### config.mk
export PLATFORM = sky130hd
export DESIGN_NAME = alarm_snooze
export DESIGN_NICKNAME = d
export VERILOG_FILES = /design/src/rtl/alarm_snooze.sv
export SDC_FILE = /design/constraint.sdc
export NUM_CORES = 1
export LEC_CHECK = 0
export CAP_MARGIN = 40
export CORE_UTILIZATION = 45
export CTS_CLUSTER_DIAMETER = 100
export DETAILED_ROUTE_END_ITERATION = 12
export PLACE_DENSITY = 0.75
export SLEW_MARGIN = 20
export SYNTH_ARGS = -nofsm -noshare
export SYNTH_HDL_FRONTEND = slang
export SYNTH_SLANG_ARGS = --single-unit
### constraint.sdc
create_clock -name clk -period 1.8 [get_ports clk]
set_input_delay 0.36 -clock clk [delete_from_list [all_inputs] [get_ports clk]]
set_output_delay 0.36 -clock clk [all_outputs]
set_load 0.02 [all_outputs]
### src/rtl/alarm_snooze.sv
// Alarm buzzer controller: ring, snooze, off and auto-timeout handling on a 1 Hz clock.
// Optional ALARM_ESCALATE_EN: buzz pulses 1 s on / 1 s off for the first 30 s of each ring.
module alarm_snooze #(
    parameter int SNOOZE_MIN = 9,
    parameter int RING_MAX   = 60,
    parameter int MAX_SNOOZE = 3
) (
    input  logic       clk,
    input  logic       rst,
    input  logic       match,
    input  logic       alarm_on,
    input  logic       snooze_btn,
    input  logic       off_btn,
    output logic       buzz,
    output logic       snoozing,
    output logic [3:0] snooze_left,
    output logic [1:0] snooze_used
);

    typedef enum logic [1:0] {IDLE, RING, SNOOZE, DONE} state_t;

    localparam logic [7:0] RING_LAST = 8'(RING_MAX - 1);
    localparam logic [3:0] SNZ_LEN   = 4'(SNOOZE_MIN);
    localparam logic [1:0] SNZ_MAX   = 2'(MAX_SNOOZE);

    state_t     state, state_nxt;
    logic [7:0] ring_cnt, ring_cnt_nxt;
    logic [5:0] sec_cnt, sec_cnt_nxt;
    logic [3:0] left_nxt;
    logic [1:0] used_nxt;
    logic       snooze_q, off_q;
    logic       snz_p, off_p;

    assign snz_p = snooze_btn & ~snooze_q;
    assign off_p = off_btn & ~off_q;

    // NOTE: sequential state uses non-blocking assignments so every register
    // samples the pre-edge values of the others, independent of statement order.
    always_ff @(posedge clk) begin
        if (rst) begin
            state       <= IDLE;
            ring_cnt    <= '0;
            sec_cnt     <= '0;
            snooze_left <= '0;
            snooze_used <= '0;
            snooze_q    <= 1'b0;
            off_q       <= 1'b0;
        end else begin
            state       <= state_nxt;
            ring_cnt    <= ring_cnt_nxt;
            sec_cnt     <= sec_cnt_nxt;
            snooze_left <= left_nxt;
            snooze_used <= used_nxt;
            snooze_q    <= snooze_btn;
            off_q       <= off_btn;
        end
    end

    // NOTE: every signal gets a hold default first so no path leaves one
    // unassigned, which would otherwise infer a latch.
    always_comb begin
        state_nxt    = state;
        ring_cnt_nxt = ring_cnt;
        sec_cnt_nxt  = sec_cnt;
        left_nxt     = snooze_left;
        used_nxt     = snooze_used;

        if (!alarm_on) begin
            state_nxt    = IDLE;
            ring_cnt_nxt = '0;
            sec_cnt_nxt  = '0;
            left_nxt     = '0;
            used_nxt     = '0;
        end else begin
            unique case (state)
                IDLE: begin
                    if (match) begin
                        state_nxt    = RING;
                        ring_cnt_nxt = '0;
                        used_nxt     = '0;
                    end
                end
                RING: begin
                    if (off_p) begin
                        state_nxt = DONE;
                    end else if (snz_p || ring_cnt == RING_LAST) begin
                        if (snooze_used == SNZ_MAX) begin
                            state_nxt = DONE;
                        end else begin
                            state_nxt   = SNOOZE;
                            left_nxt    = SNZ_LEN;
                            sec_cnt_nxt = '0;
                            used_nxt    = snooze_used + 2'd1;
                        end
                    end else begin
                        ring_cnt_nxt = ring_cnt + 8'd1;
                    end
                end
                SNOOZE: begin
                    if (off_p) begin
                        state_nxt   = DONE;
                        left_nxt    = '0;
                        sec_cnt_nxt = '0;
                    end else if (sec_cnt == 6'd59) begin
                        sec_cnt_nxt = '0;
                        if (snooze_left == 4'd1) begin
                            state_nxt    = RING;
                            ring_cnt_nxt = '0;
                            left_nxt     = '0;
                        end else begin
                            left_nxt = snooze_left - 4'd1;
                        end
                    end else begin
                        sec_cnt_nxt = sec_cnt + 6'd1;
                    end
                end
                DONE: begin
                    // Hold until the match minute passes so the alarm cannot re-trigger.
                    if (!match) state_nxt = IDLE;
                end
                default: state_nxt = IDLE;
            endcase
        end
    end

`ifdef ALARM_ESCALATE_EN
    assign buzz = (state == RING) && ((ring_cnt >= 8'd30) || !ring_cnt[0]);
`else
    assign buzz = (state == RING);
`endif
    assign snoozing = (state == SNOOZE);

endmodule
=== Word-level counts from Yosys, hierarchy flattened ===
Cells that the tools add are included.

* Register bits after elaboration: 24
* Bits of input ports: 6
* Output and inout port bits: 8
* Logic and storage cells: 80

* $add $sub $neg: 4
* Equal/unequal tests: 19
* Mux-type cells: 34
* Bitwise logic cells: 5
* Reduce and logical (&&, ||, !) cells: 11

{| class="wikitable"
|+ Operators with widths
! operator !! count
|-
| 2-to-1 mux 8 bit || 6
|-
| 2-to-1 mux 6 bit || 5
|-
| 2-to-1 mux 4 bit || 6
|-
| one-hot mux 8 bit (3 select lines) || 1
|-
| 2-to-1 mux 2 bit || 11
|-
| AND reduction 5 bit || 3
|-
| != test 2 bit (second input constant) || 6
|-
| one-hot mux 6 bit (2 select lines) || 1
|-
| != test 3 x 1 -> 1 bit (second input constant) || 3
|-
| adder 8 x 1 -> 8 bit (second input constant) || 1
|-
| equality test 8 x 6 -> 1 bit (second input constant) || 1
|-
| one-hot mux 2 bit (4 select lines) || 1
|-
| one-hot mux 4 bit (2 select lines) || 1
|-
| AND reduction 7 bit || 1
|-
| adder 6 x 1 -> 6 bit (second input constant) || 1
|-
| equality test 2 bit (second input constant) || 3
|-
| equality test 6 bit (second input constant) || 1
|-
| != test 2 x 1 -> 1 bit (second input constant) || 3
|-
| equality test 4 x 1 -> 1 bit (second input constant) || 1
|-
| one-hot mux 2 bit (2 select lines) || 1
|-
| AND reduction 4 bit || 1
|-
| nonzero test 2 bit || 2
|-
| subtractor 4 x 1 -> 4 bit (second input constant) || 1
|-
| inverter 1 bit || 3
|-
| other kinds (8) || 9
|}

=== Depth between registers and ports, before layout ===
* Depth in word-level cells: 6
* Gate-level depth with buffers: 8
* Depth with buffers taken out: 7

=== Worst setup path before layout ===
No wires, ideal clock.

* Path type: flip-flop to flip-flop
* From: reg state[1]
* To: reg state[1]
* Setup time: 116 ps
* Arrival: 1837 ps
* Required time: 1684 ps
* Slack: -153 ps
* Stages on the path, launching flop included: 9
* Path buffers: 1
* Clock period less this slack: 1953 ps
* Cell sequence: dfxtp_1 > inv_1 > ha_1 > buf_2 > inv_1 > a211o_2 > a21o_1 > and3_1 > o211a_1

* Word-level cells in the longest chain between the ends: 3
* Elaborated cells on any way between the ends: 11
* Classes of those cells: eq/ne (8); mux (1); reduce/logical (2)

{| class="wikitable"
|+ RTL lines
! item !! RTL line !! RTL
|-
| start: declaration || 26 || <nowiki>state_t state, state_nxt;</nowiki>
|-
| start signal: assignment || 49 || <nowiki>state <= state_nxt;</nowiki>
|-
| equality test 2 x 1 -> 1 bit (*) || - ||
|-
| via buzz || 14 || <nowiki>output logic buzz,</nowiki>
|-
| != test 3 x 1 -> 1 bit (no source line) || - ||
|-
| AND reduction 5 bit (no source line) || - ||
|}

Mark *: on every way through the listed nets, which the timed path passes. The rest lies on a longest branch.
A chain may end at the register's enable or synchronous reset.

=== Worst setup path in the final report ===
* From: in snooze_btn
* To: reg state[0]

* Word-level cells in the longest chain between the ends: 4

{| class="wikitable"
|+ RTL lines
! item !! RTL line !! RTL
|-
| start: declaration || 12 || <nowiki>input logic snooze_btn,</nowiki>
|-
| bitwise AND 1 bit || 34 || <nowiki>assign snz_p = snooze_btn & ~snooze_q;</nowiki>
|-
| logical OR 1 bit || 86 || <nowiki>end else if (snz_p || ring_cnt == RING_LAST) begin</nowiki>
|-
| != test 3 x 1 -> 1 bit (no source line) || - ||
|-
| AND reduction 5 bit (no source line) || - ||
|}

No other way between the ends.

==> results.tsv <==
metric	value	unit
status	finished with violations	
violations	setup timing	
ys_warn_count	0	
crit_start	snooze_btn	
synth_nets	181	
routedWlPerCell	15.7	µm
fmax	523	MHz
crit_type	input port to flip-flop	
holdBufCountCts	0	
gp_congestion	0.818	
final_cell_mix	buf_4 (40), nor2_1 (20), dfxtp_1 (18), nand2_1 (11), inv_1 (8)	
worstPathCellList	clkdlybuf4s50_1 > and2b_2 > a211o_2 > buf_4 > a21o_1 > and3_1 > a221oi_2	
cp.required	2.03	ns
ios	14	
ctsHtreeMaxLevel	1	
grt_antenna_before_repair	0	
postSynthAreaPerCell	8.91	µm²
synth-main-ff-cell	dfxtp_1	
start_util	0.480	
fp.dieH	59.3	µm
die_area	3520	µm²
grt_setup_unrepaired	true	
cts_root_buffer	clkbuf_4	
setup_slack	-0.110	ns
max-slew-margin-rel	0.666	
cts_max_path_buffers	2	
cts_made_buffers	3	
drv_slew	0	
layout_commonest_cell	buf_4	
clk_latency	0.31	ns
dpl.hpwl	2.87	mm
power_density	498	nW/µm²
vdd_drop_max	417	µV
place_ws	-0.344	ns
cts_tree	built	
tightest_slew	0.501	ns
vias	1493	
die_w	59.3	µm
grt_pass1_wl	6.40	mm
finClkSkew	0.00636	ns
critPathMaxFanout	3	
arrival	2.14	ns
cp_num_buf_inv	2	
layout.nets	237	
portBuffers	13	
cts_sinks	24	
drc	0	
r2r-start	snooze_left[1]	
rows	20	
drtIter0Drc	62	
worstHoldStart	off_btn	
slowest_stage	clkdlybuf4s50_1	
cp_slowest_stage_delay	0.43	ns
cp-start-kind	input port	
first_pass_iters	4	
grt_pass1_vias	1448	
drive_above_1_share	0.403	
num_antenna_cells	0	
ys_seq_area_frac	0.325	
nFillCells	242	
syn_to_final_growth	47.9	%
synth_edf_count	0	
coreArea	3080	µm²
path_clk_slew	0.13	ns
hold_ws	0.413	ns
grt_usage	0.240	
grt_overflow	0	
syn_area	1480	µm²
yosys.cell_types.count	48	
routed_wl	4.16	mm
grt_max_degree	14	
hold_viol	0	
cap_violations	0	
p_leak	0.945	nW
via_per_inst	5.63	
cp_top_family	compound AO/OA/AOI/OAI gates	
finalSetupViolCount	7	
synth_seq_cells	24	
synth-async-reset-ratio	0	
final_antenna_net_count	0	
end_kind	flip-flop	
fin_crit	1.91	ns
fin_crit_sh	1.06	
postSynthCellCount	166	
hold_class	input port to flip-flop	
power by group:
group / internal (mW) / switching, mW / leakage [nW]
clock: 0.124 / 0.163 / 0.0210
sequential: 0.536 / 0.00785 / 0.198
combinational: 0.130 / 0.129 / 0.726
timing repair:
item / CTS / global route
buffers inserted: 3 / 5
setup endpoints to repair: 12 / 24
gates resized for setup: 11 / 29
pin swaps: 5 / 16
cloned: 0 / 0
synthesized netlist by cell type (2+ instances only):
library cell	n	area share
nand2_1	11	0.028
nor2_1	20	0.051
buf_1	2	0.0051
a21oi_1	8	0.027
nor3_1	3	0.010
nand2b_1	4	0.017
nor4_1	5	0.021
or3_1	4	0.017
nand4_1	3	0.013
a21o_2	2	0.012
o211ai_1	3	0.015
mux2i_1	4	0.027
o21a_1	2	0.010
inv_1	10	0.025
xnor2_1	4	0.024
nand3_1	7	0.024
and3_1	2	0.0085
nor4_4	2	0.029
a21o_1	2	0.010
o21ai_0	4	0.014
buf_2	2	0.0068
ha_1	9	0.076
nor2b_1	5	0.021
dfxtp_1	24	0.32
per-layer routing:
metal / part of all wire / track usage / vias up
met5: 0 / 0 / -
met4: 0.015 / 0.0952 / 0
met3: 0.057 / 0.0328 / 8
met2: 0.49 / 0.404 / 52
met1: 0.44 / 0.308 / 718
li1: - / - / 715
cell families after synthesis:
logic type,synth area share
AND/OR/NAND/NOR,0.286
AO/OA/AOI/OAI,0.217
flip-flops,0.325
buffers and inverters,0.0398
adder cells (fa/ha/maj),0.0761
XOR/XNOR,0.0296
multiplexers,0.0271
registers in the layout (all words and copies together) (netlist names):
register / cells
state: 2
snooze_q: 1
snooze_left: 4
snooze_used: 2
sec_cnt: 6
off_q: 1
ring_cnt: 8
worst reg2reg max path: cells and delay by family, from the launching register on:
kind	cells	cell delay [ns]
buffers and inverters	2	0.17
AO/OA/AOI/OAI	4	0.72
AND/OR/NAND/NOR	1	0.42
adder cells (fa/ha/maj)	1	0.11
flip-flops	1	0.38
path summary, 6_finish.rpt:
kind,endpoint,slack (ns),cells after the start
max,state[0],-0.11,7
min,off_q,0.41,3
max reg2reg,state[0],-0.09,8
min reg2reg,ring_cnt[5],0.52,2
per-stage QoR:
stage	cell area [µm²]	total power, mW	util	setup TNS (ns)	instances
final	2190	1.09	0.711	-0.436	265
after global routing	2190	1.14	0.711	-1.34	265
after CTS	2020	1.07	0.656	-0.109	260
after detailed placement	1940	0.780	0.630	-5.30	253
after global placement	1940	0.772	0.630	-3.59	253
after floorplan	1510	0.678	-	-0.0223	166
cell type report:
cell class	instances	area [µm²]	area share
multi-input cells	127	1090	0.497
well taps	44	55.1	0.0252
clock buffers	4	36.3	0.0166
repair buffers	56	474	0.217
inverters	10	40.0	0.0183
flip-flops and latches	24	495	0.227
Note: power is estimated with default switching activity, not from simulation.
